`src/rtl/cpu_pkg.sv`:
```
// -----------------------------------------------------------------------------
// cpu_pkg
// Shared types and constants for the instruction-fetch front end.
//   fetch_state_t : fetch sequencer FSM states
//   br_type_t     : redirect kind supplied by the execute stage
//   INSTR_BYTES   : size of one instruction word in bytes
// -----------------------------------------------------------------------------
package cpu_pkg;

    localparam int INSTR_BYTES = 4;

    typedef enum logic [1:0] {
        BOOT     = 2'd0,
        RUN      = 2'd1,
        HOLD     = 2'd2,
        REDIRECT = 2'd3
    } fetch_state_t;

    typedef enum logic [1:0] {
        BR_UNCOND = 2'd0,   // pc-relative, 26-bit word offset
        BR_COND   = 2'd1,   // pc-relative, 19-bit word offset
        BR_REG    = 2'd2    // absolute target from a register
    } br_type_t;

endpackage : cpu_pkg

```
`src/rtl/branch_target.sv`:
```
// -----------------------------------------------------------------------------
// branch_target
// Purely combinational redirect-target generator.
//   br_type : kind of redirect (see br_type_t)
//   br_pc   : PC of the redirecting instruction
//   br_imm  : signed word offset; only [18:0] matter for BR_COND
//   br_reg  : register target for BR_REG
//   target  : next fetch address, word aligned; additions wrap mod 2^ADDR_W
// -----------------------------------------------------------------------------
module branch_target
    import cpu_pkg::*;
#(
    parameter int ADDR_W = 64
) (
    input  br_type_t          br_type,
    input  logic [ADDR_W-1:0] br_pc,
    input  logic [25:0]       br_imm,
    input  logic [ADDR_W-1:0] br_reg,
    output logic [ADDR_W-1:0] target
);

    logic [ADDR_W-1:0] off_uncond;
    logic [ADDR_W-1:0] off_cond;

    // Sign-extend the word offset and scale it to bytes in one concatenation.
    assign off_uncond = {{(ADDR_W-28){br_imm[25]}}, br_imm[25:0], 2'b00};
    assign off_cond   = {{(ADDR_W-21){br_imm[18]}}, br_imm[18:0], 2'b00};

    always_comb begin
        // NOTE: assigning a default before the case means no path leaves
        // target unassigned, so no latch is inferred.
        target = br_pc + off_uncond;
        case (br_type)
            BR_UNCOND: target = br_pc + off_uncond;
            BR_COND:   target = br_pc + off_cond;
            BR_REG:    target = {br_reg[ADDR_W-1:2], 2'b00};
            default:   target = br_pc + off_uncond;   // unused encoding
        endcase
    end

endmodule : branch_target

```
`src/rtl/fetch_sequencer.sv`:
```
// -----------------------------------------------------------------------------
// fetch_sequencer
// Owns the program counter and drives the instruction-memory address.
//   clk          : clock, all state on the rising edge
//   reset        : asynchronous, active-low reset
//   stall        : hazard-unit hold, keep PC and re-present the fetch
//   br_taken     : execute-stage redirect request
//   br_type      : redirect kind (br_type_t)
//   br_pc        : PC of the redirecting instruction
//   br_imm       : word offset for pc-relative redirects
//   br_reg       : register target for BR_REG
//   pc           : current fetch address
//   pc_plus4     : pc + 4 (wraps)
//   if_valid     : the fetch at pc is valid this cycle
//   flush        : kill IF/ID contents (combinational)
//   redirect_cnt : taken redirects since reset, saturating
//   stall_cnt    : cycles spent in HOLD, saturating
// -----------------------------------------------------------------------------
module fetch_sequencer
    import cpu_pkg::*;
#(
    parameter int               ADDR_W   = 64,
    parameter logic [ADDR_W-1:0] RESET_PC = '0,
    parameter int               CNT_W    = 16
) (
    input  logic              clk,
    input  logic              reset,
    input  logic              stall,
    input  logic              br_taken,
    input  br_type_t          br_type,
    input  logic [ADDR_W-1:0] br_pc,
    input  logic [25:0]       br_imm,
    input  logic [ADDR_W-1:0] br_reg,
    output logic [ADDR_W-1:0] pc,
    output logic [ADDR_W-1:0] pc_plus4,
    output logic              if_valid,
    output logic              flush,
    output logic [CNT_W-1:0]  redirect_cnt,
    output logic [CNT_W-1:0]  stall_cnt
);

    fetch_state_t      state_q, state_d;
    logic [ADDR_W-1:0] pc_q, pc_d;
    logic [CNT_W-1:0]  redirect_cnt_q, redirect_cnt_d;
    logic [CNT_W-1:0]  stall_cnt_q, stall_cnt_d;
    logic [ADDR_W-1:0] target;
    logic              take_redirect;
    logic              in_hold;

    branch_target #(.ADDR_W(ADDR_W)) u_branch_target (
        .br_type (br_type),
        .br_pc   (br_pc),
        .br_imm  (br_imm),
        .br_reg  (br_reg),
        .target  (target)
    );

    assign pc_plus4 = pc_q + ADDR_W'(INSTR_BYTES);

    // ---------------------------------------------------------------------
    // Next-state / output logic
    // ---------------------------------------------------------------------
    always_comb begin
        state_d       = state_q;
        pc_d          = pc_q;
        if_valid      = 1'b0;
        take_redirect = 1'b0;
        in_hold       = 1'b0;

        case (state_q)
            BOOT: begin
                // Memory has no outstanding read yet; redirects and holds
                // are meaningless until the first fetch is issued.
                state_d = RUN;
            end
            RUN: begin
                if_valid = 1'b1;
                if (br_taken) begin
                    take_redirect = 1'b1;
                end else if (stall) begin
                    state_d = HOLD;
                end else begin
                    pc_d = pc_plus4;
                end
            end
            HOLD: begin
                if_valid = 1'b1;
                in_hold  = 1'b1;
                if (br_taken) begin
                    take_redirect = 1'b1;
                end else if (!stall) begin
                    pc_d    = pc_plus4;
                    state_d = RUN;
                end
            end
            REDIRECT: begin
                // Target read still in flight: stall is ignored, and pc is
                // held so RUN re-presents the target with if_valid=1.
                if (br_taken) begin
                    take_redirect = 1'b1;
                end else begin
                    state_d = RUN;
                end
            end
            default: state_d = BOOT;
        endcase

        if (take_redirect) begin
            pc_d    = target;
            state_d = REDIRECT;
        end
    end

    assign flush = br_taken && (state_q != BOOT);

    // Saturating performance counters.
    always_comb begin
        redirect_cnt_d = redirect_cnt_q;
        stall_cnt_d    = stall_cnt_q;
        if (take_redirect && (redirect_cnt_q != '1)) begin
            redirect_cnt_d = redirect_cnt_q + CNT_W'(1);
        end
        if (in_hold && (stall_cnt_q != '1)) begin
            stall_cnt_d = stall_cnt_q + CNT_W'(1);
        end
    end

    // ---------------------------------------------------------------------
    // State registers
    // ---------------------------------------------------------------------
    // NOTE: non-blocking assignments keep every flop sampling the values from
    // before the edge, independent of statement order; the asynchronous reset
    // clears state without waiting for a clock.
    always_ff @(posedge clk or negedge reset) begin
        if (!reset) begin
            state_q        <= BOOT;
            pc_q           <= RESET_PC;
            redirect_cnt_q <= '0;
            stall_cnt_q    <= '0;
        end else begin
            state_q        <= state_d;
            pc_q           <= pc_d;
            redirect_cnt_q <= redirect_cnt_d;
            stall_cnt_q    <= stall_cnt_d;
        end
    end

    assign pc           = pc_q;
    assign redirect_cnt = redirect_cnt_q;
    assign stall_cnt    = stall_cnt_q;

endmodule : fetch_sequencer
```
`config.mk`:
```
export PLATFORM = sky130hd
export DESIGN_NAME = fetch_sequencer
export DESIGN_NICKNAME = d
export VERILOG_FILES = /design/src/rtl/cpu_pkg.sv /design/src/rtl/branch_target.sv /design/src/rtl/fetch_sequencer.sv
export SDC_FILE = /design/constraint.sdc
export NUM_CORES = 1
export LEC_CHECK = 0
export CORE_MARGIN = 2
export CORE_UTILIZATION = 40
export DETAILED_ROUTE_END_ITERATION = 10
export PLACE_DENSITY = 0.7
export SLEW_MARGIN = 20
export SYNTH_ARGS = -nofsm -noshare
export SYNTH_HDL_FRONTEND = slang
export SYNTH_SLANG_ARGS = --single-unit
```
`constraint.sdc`:
```
create_clock -name clk -period 8.6 [get_ports clk]
set_input_delay 1.72 -clock clk [delete_from_list [all_inputs] [get_ports clk]]
set_output_delay 1.72 -clock clk [all_outputs]
set_load 0.01 [all_outputs]
```
# Word level (Yosys, flattened, before mapping)
# Cells that the tools add are included.
# classes
addsub	5
eq_ne	14
mux	16
n_reduce_logical	10
# ops
op	n
$mux 64	4
$add 64x64->64	2
$pmux 64 s2	1
$add 64x3->64 const B	1
$add 16x1->16 const B	2
$ne 16x16->1 const B	2
$ne 3x3->1 const B	5
$mux 2	6
$pmux 2 s4	1
$eq 2x2->1 const B	3
$reduce_and 5->1	1
$eq 2x1->1 const B	2
$mux 1	4
$ne 2x1->1 const B	2
$reduce_bool 2->1	2
$logic_and 1x1->1	3
$reduce_and 3->1	1
$reduce_or 3->1	1
$logic_not 2->1	1
$reduce_or 2->1	1
# totals
regBits	98
inputBits	160
out_inout_bits	162
word_cells	49

# Logic depth before layout (Yosys ltp)
# logic_depth
depth_word	5
depth_mapped	14
depth_no_buf	13

# Hierarchy
# From an unflattened synthesis, not the netlist that was laid out.
# unflattened
hier_cells	1438
hier_area_um2	10903.0
# modules_own_cells
mod	n_inst	cells_per_inst	area_per_inst_um2	seq_area_each_um2
fetch_sequencer	1	738	6294.8	2452.4
branch_target	1	700	4608.2	0.0

# Least setup slack after synthesis
# OpenSTA, ideal clock, no wires.
# synth_timing
path_type	input to register
from	input port br_type[1]
to	register pc_q[61], in the netlist pc[61]
setup_time_ns	0.126
arrival_time_ns	5.586
required_time_ns	8.474
slack_ns	2.888
cell_stages	13
path_buffers	2
path_cell_list	clkbuf_1 nand3b_1 nand2_1 ha_1 clkbuf_1 nand4_1 nor4_1 nand4_1 a211o_1 a311oi_2 a21boi_0 xnor2_1 a221o_1
# synth_via
elab_chain_cells	3
word_cells_on_any_way	4
cone_classes	eq/ne (2); mux (2)
# synth_rtl
item	line	text
start, declared	fetch_sequencer.sv:30	input br_type_t br_type,
$eq 2x2->1 / $eq 2x1->1 (equally long branches)	branch_target.sv:33	case (br_type)
$pmux 64 s2 *	branch_target.sv:33	
$mux 64 *	fetch_sequencer.sv:108	if (take_redirect) begin
end signal, assigned	fetch_sequencer.sv:142	pc_q <= pc_d;
end, declared	fetch_sequencer.sv:43	logic [ADDR_W-1:0] pc_q, pc_d;
# Mark *: on every way between the ends. The rest lies on a longest branch, timed or not.
# A chain may end at the register's enable or synchronous reset.

# Worst setup path in the final report
# Ends and elaborated chain as after synthesis.

==> impl_metrics.py <==
metrics = {
    "run_status": {
        "status": "complete, no violations",
    },
    "timing": {
        "tightest_slew_ns": 0.983,
        "drv_slew": 0,
        "min_period_ns": 6.48,
        "final-setup-viol-count": 0,
        "finalHoldViolations": 0,
        "fmax_mhz": 154,
        "slew_headroom": 0.343,
        "post-route-period-util": 0.754,
        "rsz0062_at_grt": "false",
        "fin_setup_tns_ns": 0,
        "clock_skew_ns": 0.0101,
    },
    "logic_synthesis": {
        "synth-compound-area-share": 0.237,
        "yosysWarnings": 0,
        "synth_top_cell_by_area": "dfrtp_1",
        "synth_seq_area_share": 0.241,
        "synth_fa_ha_area_frac": 0.0929,
        "synth.most_common_cell": "nand2_1",
        "synthMuxAreaShare": 0.00823,
        "netlist_top_cells_count": "184 x nand2_1, 115 x a21oi_1, 105 x xnor2_1",
        "syn_inst": 1327,
        "yosys-top-cells-area": "dfrtp_1 24%, ha_1 9.1%, xnor2_1 9.0%",
        "synth_top_family_by_area": "compound AO/OA/AOI/OAI gates",
        "synthArstFlopShare": 1.00,
        "synthXorXnorAreaFrac": 0.156,
        "syn_nets": 1562,
        "yosysTopAreaCellShare": 0.241,
        "yosys_register_bits": 98,
        "avgSynthCellArea_sq_um": 7.68,
        "netlist_area_sq_mm": 0.0102,
        "ys.flop_type": "dfrtp_1",
        "synth-edff-count": 0,
        "synth-simple-area-share": 0.231,
        "synth_cell_type_count": 74,
    },
    "floorplanning": {
        "die-area_sq_mm": 0.0268,
        "initial_utilization": 0.406,
        "num_io_pins": 322,
        "die_w_microns": 164,
        "std_cell_rows": 58,
        "die_h_microns": 164,
        "core_region_area_sq_mm": 0.0251,
    },
    "global_route": {
        "grt_max_degree": 70,
        "track_usage": 0.280,
        "grt_first_pass_wirelength_microns": 58800,
        "antenna_found_initial": 2,
        "overflow": 0,
        "first_global_vias": 10414,
    },
    "pwr": {
        "power_per_cell_area_mw_per_mm2": 227,
        "ir_worst_vdd_mv": 0.172,
        "p_leak_nw": 5.65,
    },
    "route": {
        "drcViolationCount": 0,
        "vias": 11210,
        "wl_microns": 38600,
        "viasPerCell": 5.77,
        "routedWlPerCell_microns": 19.9,
        "drtIter0Drc": 979,
        "firstDrtPassIters": 6,
        "drtAntennaViolNets": 0,
    },
    "critical_path": {
        "required_ns": 8.84,
        "reg2reg_depth": 8,
        "cp-end-kind": "flop",
        "start_kind": "primary input",
        "worstReg2RegEnd": "pc[60]$_DFFE_PN0P_",
        "timing.rr.start": "pc[16]$_DFFE_PN0P_",
        "path_max_fanout": 28,
        "worstPathArrival_ns": 6.72,
        "critical_path_class": "primary input to flop",
        "reg2reg_setup_slack_ns": 5.19,
    },
    "worst_hold_path": {
        "min_to": "stall_cnt[10]$_DFFE_PN0P_",
        "worstHoldPathType": "flop to flop",
        "holdPathStages": 1,
        "min_from": "stall_cnt[10]$_DFFE_PN0P_",
    },
    "clock_tree": {
        "cts_buffers": 9,
        "cts.sinks": 98,
        "clockBufferDepth": 2,
        "clkSlewWorstSetupHoldPaths_ns": 0.08,
        "cts_tree": "yes",
        "cts-root-buf": "clkbuf_16",
        "postCtsSetupBuffers": 0,
        "cts_hold_buf": 0,
        "h-tree-depth": 3,
        "cts-resized-gates": 0,
        "worstSkewPairLatency_ns": 0.35,
    },
    "final_layout": {
        "fin_nets": 1841,
        "fillerInstances": 2456,
        "layout-drive-gt1-share": 0.0304,
        "final_util": 0.555,
        "area.growth.synth_to_final_pct": 36.7,
    },
    "placement": {
        "place_congestion": 0.926,
        "port_buffers": 319,
        "post-dp-hpwl_microns": 31400,
    },
    "run": {
        "cap_violations": 0,
    },
}
==> cells in the final DEF (no fill, tap or decap), types with 9 or more instances in the layout <==
cell type	Yosys	final
and3_1	23	23
a211oi_1	17	17
nand3_1	50	50
dfrtp_1	98	98
o21bai_1	17	17
o21ai_0	78	78
nor2_1	104	104
o22ai_1	14	14
o211ai_1	22	22
clkdlybuf4s50_1	0	318
ha_1	74	74
xnor2_1	105	105
or3_1	12	12
xor2_1	77	77
a21oi_1	115	115
nor4_1	10	10
a31oi_1	25	25
nand2_1	184	183
a22oi_1	11	11
a21o_1	25	25
clkbuf_16	0	9
nand4_1	41	41
inv_1	27	27
buf_4	3	10
nor3_1	23	23
and2_1	9	9
==> worst max path at each step <==
stage,start,to,slack [ns]
after floorplan,br_type[1],pc[61]$_DFFE_PN0P_,2.89
after CTS,br_type[1],pc[61]$_DFFE_PN0P_,2.16
after global placement,br_type[1],pc[61]$_DFFE_PN0P_,1.81
after global routing,br_type[1],pc[61]$_DFFE_PN0P_,1.85
final,br_type[1],pc[61]$_DFFE_PN0P_,2.12
after detailed placement,br_type[1],pc[61]$_DFFE_PN0P_,1.79
==> metrics by stage <==
| stage | power [mW] | worst slack [ns] | instances | hold WS (ns) | cell area (sq um) |
|---|---|---|---|---|---|
| after floorplan | 1.76 | 2.89 | 1327 | 0.506 | 10200 |
| after global placement | 2.72 | 1.81 | 1925 | 0.471 | 13600 |
| after detailed placement | 2.74 | 1.79 | 1925 | 0.485 | 13600 |
| after CTS | 3.15 | 2.16 | 1941 | 0.499 | 13900 |
| after global routing | 3.35 | 1.85 | 1942 | 0.516 | 13900 |
| final | 3.16 | 2.12 | 1943 | 0.497 | 13900 |
==> sequential cells by signal, summed over array words and instances, names as in the netlist <==
register / cells
pc: 64
redirect_cnt: 16
stall_cnt: 16
state_q: 2
==> critical path, cell delays in order <==
cell and delay (ns):
clkdlybuf4s50_1 0.64, nand3b_1 0.28, nand2_1 0.65, ha_1 0.73, nand2_1 0.13, o21ai_0 0.34, a211oi_1 0.11, o31ai_1 0.37
o21ai_0 0.24, a311oi_2 0.69, a21boi_0 0.25, xnor2_1 0.22, a221o_1 0.34
==> power breakdown <==
group | switching, mW | internal (mW)
combinational | 0.926 | 0.949
sequential | 0.271 | 0.612
clock | 0.191 | 0.211
total | 1.39 | 1.77
==> cell type report <==
class,count,area (sq um),share of cell area
Antenna cell,2,5.00,0.000359
Clock buffer,10,239,0.0172
Sequential cell,98,2450,0.176
Clock inverter,6,57.6,0.00413
Inverter,27,101,0.00728
Timing Repair Buffer,328,3260,0.234
Multi-Input combinational cell,1142,7400,0.531
Tap cell,330,413,0.0296
==> cell families (layout without fill, tap and decap cells) <==
kind of cell | after synthesis | after routing
AND/OR/NAND/NOR | 495 | 495
AO/OA/AOI/OAI | 382 | 382
XOR/XNOR | 182 | 182
flip-flops | 98 | 98
buffers and inverters | 87 | 371
adder cells (fa/ha/maj) | 75 | 75
multiplexers | 8 | 8
other | 0 | 2
==> per-layer routing <==
| metal | part of all wire | global-route usage | wire length, microns |
|---|---|---|---|
| met1 | 0.46 | 0.402 | 17800 |
| met2 | 0.44 | 0.437 | 17100 |
| met3 | 0.070 | 0.0361 | 2710 |
| met5 | 0 | 0 | 0 |
| met4 | 0.028 | 0.0833 | 1080 |
No activity file was read; power rests on OpenSTA's default activity.
